==> config.mk <==
export PLATFORM = sky130hd
export DESIGN_NAME = wptr_full_af
export DESIGN_NICKNAME = d
export VERILOG_FILES = /design/src/rtl/wptr_full_af.sv
export SDC_FILE = /design/constraint.sdc
export NUM_CORES = 1
export LEC_CHECK = 0
export CORE_ASPECT_RATIO = 1.1
export CORE_MARGIN = 2
export CORE_UTILIZATION = 47
export DETAILED_ROUTE_END_ITERATION = 8
export PLACE_DENSITY = 0.85
export SYNTH_ARGS = -nofsm -noshare
export SYNTH_HDL_FRONTEND = slang
export SYNTH_SLANG_ARGS = --single-unit
==> constraint.sdc <==
create_clock -name wclk -period 3.6 [get_ports wclk]
set_input_delay 0.72 -clock wclk [delete_from_list [all_inputs] [get_ports wclk]]
set_output_delay 0.72 -clock wclk [all_outputs]
set_load 0.01 [all_outputs]
==> src/rtl/wptr_full_af.sv <==
// Write-side pointer and flag logic for an asynchronous FIFO: binary/Gray write pointer,
// registered full, almost-full with a loadable threshold, occupancy level, and overflow
// reporting for writes dropped while full.
module wptr_full_af #(
  parameter int unsigned ADDRSIZE   = 4,
  parameter int unsigned AF_DEFAULT = (1 << ADDRSIZE) - 2
) (
  input  logic                wclk,
  input  logic                wrst,
  input  logic                winc,
  input  logic [ADDRSIZE:0]   wq2_rptr,
  input  logic [ADDRSIZE:0]   afull_thresh,
  input  logic                afull_ld,
  input  logic                wovf_clr,
  output logic [ADDRSIZE-1:0] waddr,
  output logic [ADDRSIZE:0]   wptr,
  output logic                wfull,
  output logic                walmost_full,
  output logic [ADDRSIZE:0]   wlevel,
  output logic                woverflow,
  output logic                wdrop
);

  localparam int unsigned W      = ADDRSIZE + 1;
  localparam int unsigned DEPTH  = 1 << ADDRSIZE;
  localparam logic [ADDRSIZE:0] DepthW = W'(DEPTH);
  // Out-of-range defaults saturate exactly like a runtime load would.
  localparam logic [ADDRSIZE:0] ThrRst = (AF_DEFAULT > DEPTH) ? DepthW : W'(AF_DEFAULT);

  logic [ADDRSIZE:0] wbin_q, wbin_d;
  logic [ADDRSIZE:0] wptr_q, wptr_d;
  logic [ADDRSIZE:0] wlevel_q, wlevel_d;
  logic [ADDRSIZE:0] thr_q, thr_d;
  logic              wfull_q, wfull_d;
  logic              walmost_full_q, walmost_full_d;
  logic              woverflow_q, woverflow_d;
  logic              wdrop_q, wdrop_d;

  logic              accept;
  logic              drop;
  logic [ADDRSIZE:0] wgraynext;
  logic [ADDRSIZE:0] rbin_s;
  logic [ADDRSIZE:0] level_next;
  logic [ADDRSIZE:0] full_cmp;

  // Next-state: pointer advance, Gray->binary read pointer, level and flag evaluation.
  always_comb begin
    accept     = winc & ~wfull_q;
    drop       = winc & wfull_q;
    wbin_d     = wbin_q + W'(accept);
    wgraynext  = wbin_d ^ (wbin_d >> 1);
    wptr_d     = wgraynext;

    rbin_s = '0;
    for (int i = 0; i < W; i++) begin
      rbin_s[i] = ^(wq2_rptr >> i);
    end

    level_next = wbin_d - rbin_s;
    wlevel_d   = level_next;

    // Full when the next write pointer is one lap ahead of the read pointer (Gray form).
    full_cmp = {~wq2_rptr[ADDRSIZE:ADDRSIZE-1], wq2_rptr[ADDRSIZE-2:0]};
    wfull_d  = (wgraynext == full_cmp);

    // Flag uses the threshold already in the register; a load lands one edge later.
    walmost_full_d = (thr_q != '0) && (level_next >= thr_q);

    thr_d = thr_q;
    if (afull_ld) begin
      thr_d = (afull_thresh > DepthW) ? DepthW : afull_thresh;
    end

    // A drop in the same cycle as a clear keeps the flag set.
    woverflow_d = woverflow_q;
    if (wovf_clr) woverflow_d = 1'b0;
    if (drop)     woverflow_d = 1'b1;

    wdrop_d = drop;
  end

  // State registers with synchronous active-high reset.
  always_ff @(posedge wclk) begin
    if (wrst) begin
      wbin_q         <= '0;
      wptr_q         <= '0;
      wlevel_q       <= '0;
      thr_q          <= ThrRst;
      wfull_q        <= 1'b0;
      walmost_full_q <= 1'b0;
      woverflow_q    <= 1'b0;
      wdrop_q        <= 1'b0;
    end else begin
      wbin_q         <= wbin_d;
      wptr_q         <= wptr_d;
      wlevel_q       <= wlevel_d;
      thr_q          <= thr_d;
      wfull_q        <= wfull_d;
      walmost_full_q <= walmost_full_d;
      woverflow_q    <= woverflow_d;
      wdrop_q        <= wdrop_d;
    end
  end

  assign waddr        = wbin_q[ADDRSIZE-1:0];
  assign wptr         = wptr_q;
  assign wfull        = wfull_q;
  assign walmost_full = walmost_full_q;
  assign wlevel       = wlevel_q;
  assign woverflow    = woverflow_q;
  assign wdrop        = wdrop_q;

endmodule
Word level (Yosys, flattened, before mapping):

Cells that the tools add are included.
Widths: inputs -> output; s select.

* equality and inequality tests: 1
* reduce and logical (&&, ||, !) cells: 8
* divide/modulo/power cells: 0
* multiplexer cells: 3
* bitwise operators: 5
* $lt $le $gt $ge: 2
* multipliers: 0
* shift-type cells: 0
* add/subtract/negate cells: 2

Operators by type and width (count)
* $reduce_xor 5->1: 5
* $add 5x1->5: 1
* $eq 5x5->1: 1
* $ge 5x5->1: 1
* $gt 5x5->1 const B: 1
* $mux 5: 1
* $reduce_bool 5->1: 1
* $sub 5x5->5: 1
* $xor 5x4->5: 1
* $and 1x1->1: 2
* $mux 1: 2
* $not 2->2: 1
* $reduce_bool 2->1: 1
* $logic_and 1x1->1: 1
* $not 1->1: 1

* bits in writable memories: 0
* latch bits: 0
* input port bits: 15
* bits in read-only memories: 0
* memories kept: 0
* bits in registers: 24
* output and inout port bits: 18

Longest topological paths before layout:

Gate-level depths: netlist of run 1.

* depth after elaboration: 6
* gate-level depth with buffers: 13

Worst setup path before layout of run 1:

Ideal clock, no wire load.

* kind: input port to flip-flop
* from: input port wq2_rptr[3]
* to: register walmost_full_q, in the netlist walmost_full
* arrival: 3077 ps
* data required time: 3469 ps
* stages on the path: 12
* slack: 392 ps
* setup time: 131 ps
* buffers on the path: 0
* cell sequence: xnor2_1 > xor2_1 > xor2_1 > xnor2_1 > ha_1 > fa_1 > inv_1 > ha_1 > a21o_1 > a21o_1 > a211oi_1 > a2111oi_0

* word-level cells in the longest chain between the ends: 4
* elaborated cells between the ends (all ways): 7
* classes of those cells: add/sub (1); order compare (1); reduce/logical (5)

Ends and longest elaborated chain
* from (decl): line 11 `input logic [ADDRSIZE:0] wq2_rptr,`
* $reduce_xor 5->1: line 56 `rbin_s[i] = ^(wq2_rptr >> i);`
* $sub 5x5->5 (*): line 59 `level_next = wbin_d - rbin_s;`
* net level_next[1]: line 43 `logic [ADDRSIZE:0] level_next;`
* $ge 5x5->1 (*): line 67 `walmost_full_d = (thr_q != '0) && (level_next >= thr_q);`
* $logic_and 1x1->1 (*): line 67
* to (signal assigned): line 99 `walmost_full_q <= walmost_full_d;`
* to (decl): line 35 `logic walmost_full_q, walmost_full_d;`

The timed path passes the listed nets; every way through them passes the cells marked *.
A chain may end at the register's enable or synchronous reset.

Final worst setup path of run 1:

Ends and elaborated chain as after synthesis.

==> summary.txt, run 1 <==
Place
  – I/O Buffers: 32
  – GP Congestion: 0.8447
  – HPWL after DPL: 2063 µm
  – Placed instance count: 193

Yosys
  – Syn Nets: 150
  – Yosys warning count: 0
  – Post-synth EDFFs: 0
  – Synth area leader: dfxtp_1
  – Top cells by count, synth: dfxtp_1, nor2_1, xnor2_1
  – Post-Syn Instances: 123
  – Most common cell in the netlist: dfxtp_1
  – Sequential share of the synthesized area: 38.86%
  – Syn Area/Cell: 9.633 µm²
  – Share of async-settable or async-resettable flops after synthesis: 0%
  – Yosys top cell area share: 38.86%
  – FF+latch count, synth: 23
  – Yosys cell types: 28
  – Cell area after synthesis: 1185 µm²
  – Synth top area cells: dfxtp_1, ha_1, xnor2_1
  – Ys flop type: dfxtp_1

Hold path
  – Worst hold path endpoint: woverflow
  – HP Start: woverflow
  – Worst Hold Class: register to register
  – Hold depth: 2

Layout
  – Nets: 195
  – Fill cells: 184
  – Ant diodes: 0
  – Layout Cells excl Fill: 198
  – Layout cell share with drive strength beyond 1: 14.37%
  – Area growth syn-to-layout: 41.71%
  – Final Util: 68.57%

Timing
  – RSZ-0062 raised after global routing: false
  – Worst Skew: 0.004206 ns
  – Slew margin rel.: 80.63%
  – Worst-Margin Slew: 0.2901 ns
  – Pins Over Slew Limit: 0
  – Final Hold Viols: 0
  – Hold Worst Slack: 0.4922 ns
  – Final-report setup violation count: 0
  – Minimum clock period: 3.376 ns
  – Achievable Freq: 296.2 MHz
  – Final worst-path cycle share: 93.77%
  – Setup_tns: 0 ns

Outcome
  – Status: finished clean

Die
  – Die W: 51.88 µm
  – Initial Util: 48.39%
  – Die area: 2939 µm²
  – Die height: 56.66 µm
  – IO Pins: 33
  – Core area: 2449 µm²
  – Row count: 19

Worst setup path
  – Worst r2r path cells: 11
  – R2R Setup Slk: 0.89 ns
  – Worst path required time: 3.80 ns
  – WS Path Type: input pin to register
  – Critical Path Sink Type: register
  – Reg2reg end: walmost_full
  – Startpoint Class: input pin
  – CP max-delay cell: fa_2
  – CP arrival: 3.57 ns
  – Crit-path max FO: 2
  – CP peak stage delay: 0.54 ns
  – Reg-to-Reg Start: wfull
  – Critical-path cell list: clkdlybuf4s50_1 > xnor2_2 > xor2_2 > xor2_2 > xnor2_1 > ha_1 > fa_2 > inv_1 > ha_1 > a21o_1 > a21o_1 > a211oi_2 > a2111oi_2

Route
  – DR vias: 986
  – First-pass iteration count of the detailed router: 4
  – Vias per inst: 4.980
  – Drt wl/cell: 13.02 µm
  – Routed Wire Length: 2577 µm
  – Drt drc: 0
  – Detailed Route Iter0 Violations: 15
  – Post-route ant nets: 0

Power
  – VDD IR max: 250.7 µV
  – LEAKAGE: 0.0007429 µW
  – Total power density per cell area: 405.7 nW/µm²

Clocking
  – Clock sink count: 23
  – CTS H-tree lvls: 1
  – TritonCTS clock tree: built
  – Worst-path clk slew: 0.12 ns
  – CTS buffer count: 3
  – Later-pin clock latency in the skew report: 0.30 ns
  – Clock Tree Buf Depth: 2
  – Clock root cell: clkbuf_4

Global routing
  – GR Util met2: 34.72%
  – Global Route Usage Sum: 20.25%
  – Met3 Usage GRT: 2.926%
  – Largest net degree at the start of global routing: 24
  – Initial antenna violation count: 0
  – Number of global-route vias before repair: 976
  – Met1 Use GR: 22.92%
  – Grt total ovfl: 0
  – GRT busiest layer: met2
  – Global-route wire length before repair: 4305 µm

Run
  – Maxcap violations: 0
timing repair:
| item | in CTS | in global routing |
|---|---|---|
| resized for setup | 0 | 9 |
| buffers inserted | 0 | 1 |
| hold endpoints to repair | 0 | 0 |
| hold buffers | 0 | 0 |
| setup endpoints to repair | 0 | 1 |
sequential cells by signal (all words and copies together), names as in the netlist:
register / count
thr_q: 5
walmost_full: 1
wbin_q: 5
wdrop: 1
wfull: 1
wlevel: 5
woverflow: 1
wptr: 4
power breakdown:
part / leakage, µW / total [µW] / internal [µW] / switching (µW)
registers: 0.000189 / 292 / 281 / 10.9
logic: 0.000539 / 273 / 154 / 119
clock network: 0.0000150 / 116 / 43.2 / 73.1
layer usage:
layer / vias to the layer above / routed length [µm]
li1: 495 / -
met1: 458 / 1030
met2: 27 / 1358
met3: 6 / 110
met4: 0 / 77
met5: - / 0
cells in the final DEF, fill, tap and decap left out, types with 2 or more instances in the layout:
cell | synthesis | final
nor2_1 | 17 | 17
clkdlybuf4s50_1 | 0 | 31
nor2b_1 | 7 | 7
dfxtp_1 | 23 | 23
clkbuf_4 | 0 | 3
nand3_1 | 2 | 2
buf_4 | 0 | 10
a221o_1 | 2 | 2
xnor2_1 | 12 | 11
mux2i_1 | 2 | 2
inv_1 | 10 | 10
a21o_1 | 4 | 4
xor2_1 | 6 | 4
nand2b_1 | 2 | 2
a21oi_1 | 5 | 5
nand2_1 | 4 | 4
xor2_2 | 2 | 4
ha_1 | 11 | 10
cells by family after synthesis:
logic type	after synthesis	synth area share [%]
AO/OA/AOI/OAI	16	9.293
XOR/XNOR	21	17.95
adder cells (fa/ha/maj)	12	13.31
buffers and inverters	13	4.119
flip-flops	23	38.86
multiplexers	3	2.640
AND/OR/NAND/NOR	35	13.83
critical path, delay by kind of cell:
family	cells	cell delay, ns
xor+xnor	4	0.71
compound gates	4	0.63
buf+inv	2	0.50
fa+ha+maj	3	1.01
worst max-delay path by stage:
stage / start / end
after global routing: wq2_rptr[3] / walmost_full
after global placement: wq2_rptr[4] / walmost_full
final: wq2_rptr[3] / walmost_full
after detailed placement: wq2_rptr[4] / walmost_full
after floorplan: wq2_rptr[3] / walmost_full
after CTS: wq2_rptr[4] / walmost_full
metrics by stage:
| stage | power [µW] | setup slack, ns | cell area [µm²] |
|---|---|---|---|
| after floorplan | 446.8 | 0.3922 | 1185 |
| after global placement | 540.4 | -0.1104 | 1604 |
| after detailed placement | 554.3 | -0.2747 | 1604 |
| after CTS | 668.9 | 0.03365 | 1630 |
| after global routing | 730.8 | 0.06404 | 1679 |
| final | 681.2 | 0.2244 | 1679 |
final cells by class:
cell class	instances	area, µm²	area share (%)
Clock buffer	4	26.28	1.565
Inverter	11	41.29	2.459
Multi-Input combinational cell	87	714.4	42.55
Sequential cell	23	460.4	27.42
Tap cell	31	38.79	2.310
Timing Repair Buffer	42	397.9	23.70
No activity file was read; power rests on OpenSTA's default activity.
==> inputs of run 2 (changes only) <==
- CORE_UTILIZATION: 47 -> 25
- PLACE_DENSITY: 0.85 -> 0.53
==> summary.txt, run 2 (synthesis results as in run 1) <==
Worst setup path
  – Startpoint Class: input pin
  – Crit path buf inv count: 2 (unchanged)
  – R2R Setup Slk: 0.92 ns (+0.03 ns)
  – CP peak stage delay: 0.55 ns (about the same)
  – Reg2reg end: walmost_full
  – Critical Path Source: wq2_rptr[2]
  – Reg-to-Reg Start: wfull
  – Worst path required time: 3.74 ns (-0.06 ns)
  – Cell count along the critical path: 12 (-1)
  – Critical Path Sink Type: register
  – CP max-delay cell: clkdlybuf4s50_1
  – Worst r2r path cells: 11 (unchanged)
  – Worst setup path end: walmost_full
  – Crit-path max FO: 2 (unchanged)
  – WS Path Type: input pin to register
  – CP arrival: 3.51 ns (-0.06 ns)
  – Critical-path cell list: clkdlybuf4s50_1 > xor2_2 > xor2_1 > xnor2_1 > ha_1 > fa_2 > inv_1 > ha_1 > a21o_1 > a21o_1 > a211oi_1 > a2111oi_1
  – Top delay family on crit path: adder cells

Die
  – Die height: 76.21 µm (+34%)
  – Die area: 5307 µm² (+81%)
  – Initial Util: 25.65% (-23 points)
  – IO Pins: 33 (unchanged)
  – Row count: 26 (+7)
  – Core area: 4619 µm² (+89%)
  – Die W: 69.64 µm (+34%)

Power
  – VDD IR max: 199.8 µV (-20%)
  – Comb pwr share: 36.5% (-3.5 points)
  – Total power density per cell area: 415.9 nW/µm² (+2.5%)
  – Net Sw Frac: 29.10% (-0.68 points)
  – Sw power: 208.2 µW (+2.6%)
  – Flop pwr share: 40.9% (-2.0 points)
  – Pint: 507.3 µW (+6.1%)
  – Total power draw: 715.6 µW (+5.0%)
  – Clk pwr share: 22.6% (+5.5 points)
  – LEAKAGE: 0.0007652 µW (+3.0%)

Place
  – Placed instance count: 220 (+14%)
  – I/O Buffers: 32 (unchanged)
  – HPWL after DPL: 2056 µm (-0.34%)
  – Worst slack, placed: -0.2724 ns (+0.002337 ns)
  – GP Congestion: 0.7646 (-9.5%)

Route
  – Detailed Route Iter0 Violations: 21 (+6)
  – Drt wl/cell: 11.77 µm (-9.6%)
  – DR vias: 959 (-2.7%)
  – Routed Wire Length: 2636 µm (+2.3%)
  – Post-route ant nets: 0 (unchanged)
  – First-pass iteration count of the detailed router: 4 (unchanged)
  – Vias per inst: 4.281 (-14%)
  – Drt drc: 0 (unchanged)

Layout
  – Layout cell share with drive strength beyond 1: 13.10% (-1.3 points)
  – Most frequent cells in the layout: clkdlybuf4s50_1, dfxtp_1, nor2_1
  – Nets: 196 (+0.51%)
  – Area growth syn-to-layout: 45.20%
  – Fill cells: 473 (+160%)
  – Commonest non-fill, non-tap cell in the layout: clkdlybuf4s50_1
  – Ant diodes: 0 (unchanged)
  – Layout Cells excl Fill: 224 (+13%)

Timing
  – Worst Skew: 0.009699 ns (+0.005493 ns)
  – Final Hold Viols: 0 (unchanged)
  – Final worst-path cycle share: 93.40% (-0.36 points)
  – Minimum clock period: 3.363 ns (-0.01307 ns)
  – Pins Over Slew Limit: 0 (unchanged)
  – RSZ-0062 raised after global routing: false
  – Slew margin rel.: 79.71% (-0.92 points)
  – Hold Worst Slack: 0.4811 ns (-0.01102 ns)
  – Setup slack after layout: 0.2375 ns (+0.01308 ns)
  – Final-report setup violation count: 0 (unchanged)
  – Achievable Freq: 297.4 MHz (+0.39%)
  – Worst-Margin Slew: 0.3036 ns (+0.01347 ns)

Clocking
  – Clock Tree Buf Depth: 2 (unchanged)
  – TritonCTS clock tree: built
  – Hold_buf cts: 0 (unchanged)
  – Clock root cell: clkbuf_8
  – Later-pin clock latency in the skew report: 0.27 ns (-0.03 ns)
  – Clock sink count: 23 (unchanged)
  – CTS buffer count: 3 (unchanged)
  – CTS H-tree lvls: 1 (unchanged)
  – Post-CTS Setup Inserts: 0 (unchanged)
  – Worst-path clk slew: 0.09 ns (-0.03 ns)

Global routing
  – Number of global-route vias before repair: 1015 (+4.0%)
  – Global Route Usage Sum: 10.46% (-9.8 points)
  – Grt total ovfl: 0 (unchanged)
  – Initial antenna violation count: 0 (unchanged)
  – Global-route wire length before repair: 4505 µm (+4.6%)
  – Largest net degree at the start of global routing: 24 (unchanged)

Hold path
  – Worst Hold Class: register to register

Run
  – Maxcap violations: 0 (unchanged)

Outcome
  – Status: finished clean
[run 2: how the worst min path moves through the flow]
stage / slack [ns] / startpoint / endpoint / cells after the start
2_1_floorplan: 0.47 / thr_q[3] / thr_q[3] / 2
3_3_place_gp: 0.46 / woverflow / woverflow / 2
3_5_place_dp: 0.47 / wfull / wdrop / 2
4_1_cts: 0.49 / woverflow / woverflow / 2
5_1_grt: 0.50 / woverflow / woverflow / 2
6_report: 0.48 / woverflow / woverflow / 2
[run 2: final cells by class]
type	count	area, µm²	share of cell area, %
Multi-Input combinational cell	87	694.4	40.36
Inverter	11	41.29	2.400
Tap cell	56	70.07	4.073
Clock buffer	3	41.29	2.400
Timing Repair Buffer	43	407.9	23.71
Sequential cell	23	460.4	26.76
Clock inverter	1	5.005	0.2909
[run 2: through the flow]
stage / util (%) / instance area (µm²) / TNS [ns]
finish: 37.24 / 1720 / 0
floorplan: - / 1185 / 0
global route: 37.24 / 1720 / 0
global placement: 35.73 / 1650 / -0.1590
CTS: 36.73 / 1697 / 0
detailed placement: 35.73 / 1650 / -0.2724
[run 2: metal layers]
metal | track usage [%] | share of wire (%)
met1 | 12.40 | 45
met2 | 18.27 | 49
met3 | 3.571 | 4.7
met4 | 2.308 | 0.76
met5 | 0 | 0
[run 2: power groups by stage]
stage               Clock (µW)  Sequential, µW  Combinational (µW)
floorplan                    0             309                 138
finish                     162             292                 261
global route               184             296                 295
detailed placement           0             299                 260
global placement             0             299                 254
CTS                        175             293                 263
[run 2: what timing repair did]
item                       CTS  global route
setup endpoints to repair    0             1
gates resized for setup      0             6
hold endpoints to repair     0             0
[run 2: worst min-delay path: cells and delay by family (launching register included)]
kind | cells | cell delay, ns
AO/OA/AOI/OAI | 1 | 0.06
AND/OR/NAND/NOR | 1 | 0.07
flip-flops | 1 | 0.32
==> inputs of run 3 (changes only) <==
- PLACE_DENSITY: 0.53 -> 0.54
==> summary.txt, run 3 (synthesis results as in run 1) <==
Layout
  – Fill cells: 488 (+3.2%)
  – Most frequent cells in the layout: clkdlybuf4s50_1, dfxtp_1, nor2_1
  – Reg area: 460.4 µm² (unchanged)
  – Ant diodes: 0 (unchanged)
  – Commonest non-fill, non-tap cell in the layout: clkdlybuf4s50_1
  – Area growth syn-to-layout: 45.30% (about the same)
  – Layout cell share with drive strength beyond 1: 13.77% (+0.68 points)
  – Nets: 195 (-0.51%)
  – Layout Cells excl Fill: 223 (-0.45%)
  – Multi-input gate area: 706.9 µm² (+1.8%)

Timing
  – Final Hold Viols: 0 (unchanged)
  – Setup_tns: 0 ns (unchanged)
  – Final worst-path cycle share: 96.14% (+2.7 points)
  – Pins Over Slew Limit: 0 (unchanged)
  – Final-report setup violation count: 0 (unchanged)
  – Slew margin rel.: 80.48% (+0.77 points)
  – Worst-Margin Slew: 0.2923 ns (-0.01125 ns)
  – Minimum clock period: 3.461 ns (+0.09849 ns)
  – Achievable Freq: 288.9 MHz (-2.8%)
  – Hold Worst Slack: 0.4802 ns (-0.0009020 ns)
  – Worst Skew: 0.004687 ns (-0.005012 ns)

Worst setup path
  – CP max-delay cell: fa_2
  – Critical Path Source: wq2_rptr[3]
  – Critical-path cell list: clkdlybuf4s50_1 > xnor2_2 > xor2_2 > xor2_1 > xnor2_1 > ha_1 > fa_2 > inv_1 > ha_1 > a21o_1 > a21o_1 > a211oi_2 > a2111oi_2
  – Worst setup path end: walmost_full
  – WS Path Type: input pin to register
  – Worst r2r path cells: 11 (unchanged)
  – Startpoint Class: input pin
  – Worst path required time: 3.74 ns (about the same)
  – Reg2reg end: walmost_full
  – CP arrival: 3.60 ns (+0.09 ns)
  – R2R Setup Slk: 0.91 ns (about the same)
  – Reg-to-Reg Start: wfull
  – Critical Path Sink Type: register
  – Crit-path max FO: 2 (unchanged)
  – CP peak stage delay: 0.53 ns (-0.02 ns)

Power
  – Total power draw: 717.7 µW (+0.30%)
  – LEAKAGE: 0.0007493 µW (-2.1%)
  – VDD IR max: 137.0 µV (-31%)
  – Total power density per cell area: 416.9 nW/µm² (+0.23%)

Die
  – Initial Util: 25.65% (unchanged)
  – Row count: 26 (unchanged)
  – Die area: 5307 µm² (unchanged)
  – Core area: 4619 µm² (unchanged)
  – IO Pins: 33 (unchanged)
  – Die W: 69.64 µm (unchanged)
  – Die height: 76.21 µm (unchanged)

Route
  – Metal-1 WL: 1181 µm (-0.59%)
  – Vias per inst: 4.283 (about the same)
  – Detailed Route Iter0 Violations: 7 (-67%)
  – Met3 WL post-DR: 107 µm (-14%)
  – Met2 wire len: 1263 µm (-3.1%)
  – Routed Wire Length: 2602 µm (-1.3%)
  – DR vias: 955 (-0.42%)
  – Drt drc: 0 (unchanged)
  – DR top layer: met4
  – Post-route ant nets: 0 (unchanged)
  – First-pass iteration count of the detailed router: 4 (unchanged)
  – Drt wl/cell: 11.67 µm (-0.85%)

Outcome
  – Status: finished clean

Clocking
  – Clock root cell: clkbuf_8
  – Hold_buf cts: 0 (unchanged)
  – Clock Tree Buf Depth: 2 (unchanged)
  – TritonCTS clock tree: built
  – CTS buffer count: 3 (unchanged)
  – Worst-path clk slew: 0.07 ns (-0.02 ns)
  – Clock sink count: 23 (unchanged)
  – CTS H-tree lvls: 1 (unchanged)
  – Later-pin clock latency in the skew report: 0.26 ns (about the same)

Global routing
  – Initial antenna violation count: 0 (unchanged)
  – Largest net degree at the start of global routing: 24 (unchanged)
  – Global Route Usage Sum: 9.931% (-0.53 points)
  – Number of global-route vias before repair: 983 (-3.2%)
  – Grt total ovfl: 0 (unchanged)
  – Global-route wire length before repair: 4278 µm (-5.0%)

Place
  – I/O Buffers: 32 (unchanged)
  – HPWL after DPL: 2009 µm (-2.3%)
  – Placed instance count: 219 (-0.45%)
  – GP Congestion: 0.7907 (+3.4%)

Hold path
  – Worst Hold Class: register to register

Run
  – Maxcap violations: 0 (unchanged)
[run 3: cell count changes in the layout (fill, tap and decap cells not counted), sizes merged]
| cell | delta |
|---|---|
| buf | -1 |
| clkbuf | +1 |
| clkdlybuf4s50 | +1 |
| clkinv | -1 |
| dlymetal6s2s | -1 |
[run 3: critical path: cells and delay by family]
family                     cells  cell delay (ns)
buffers and inverters          2             0.50
AOI/OAI and AO/OA              4             0.62
adders and majority gates      3             1.01
xor gates and xnor gates       4             0.73
[run 3: layer usage]
metal,vias to the layer above,global-route usage [%]
li1,488,-
met1,436,11.56
met2,26,17.79
met3,5,1.455
met4,0,4.615
met5,-,0
[run 3: through the flow]
step,setup WS (ns),util (%),cell area (µm²)
after floorplan,0.3922,-,1185
after global placement,-0.1570,35.56,1643
after detailed placement,-0.2535,35.56,1643
after CTS,0.02229,36.57,1689
after global routing,-0.001826,37.27,1722
final,0.1390,37.27,1722
[run 3: power breakdown]
part | leakage, µW | internal, µW | switching, µW
clock network | 0.0000228 | 79.0 | 78.6
registers | 0.000189 | 281 | 11.7
logic | 0.000537 | 151 | 116
[run 3: repair_timing]
action | CTS | global route
gates resized for setup | 1 | 7
pin swaps | 0 | 6
hold endpoints to repair | 0 | 0
setup buffers | 0 | 0
setup endpoints to repair | 1 | 1
[run 3: area by class of cell]
| cell class | count | share of cell area [%] |
|---|---|---|
| multi-input cells | 87 | 41.06 |
| flip-flops and latches | 23 | 26.74 |
| repair buffers | 42 | 23.11 |
| inverters | 11 | 2.398 |
| well taps | 56 | 4.070 |
| clock buffers | 4 | 2.616 |
[run 3: worst min-delay path by stage]
stage,from,endpoint,slack [ns],cells after the start
CTS,woverflow,woverflow,0.48,2
detailed placement,woverflow,woverflow,0.47,2
floorplan,thr_q[3],thr_q[3],0.47,2
finish,woverflow,woverflow,0.48,2
global route,woverflow,woverflow,0.52,2
global placement,woverflow,woverflow,0.46,2
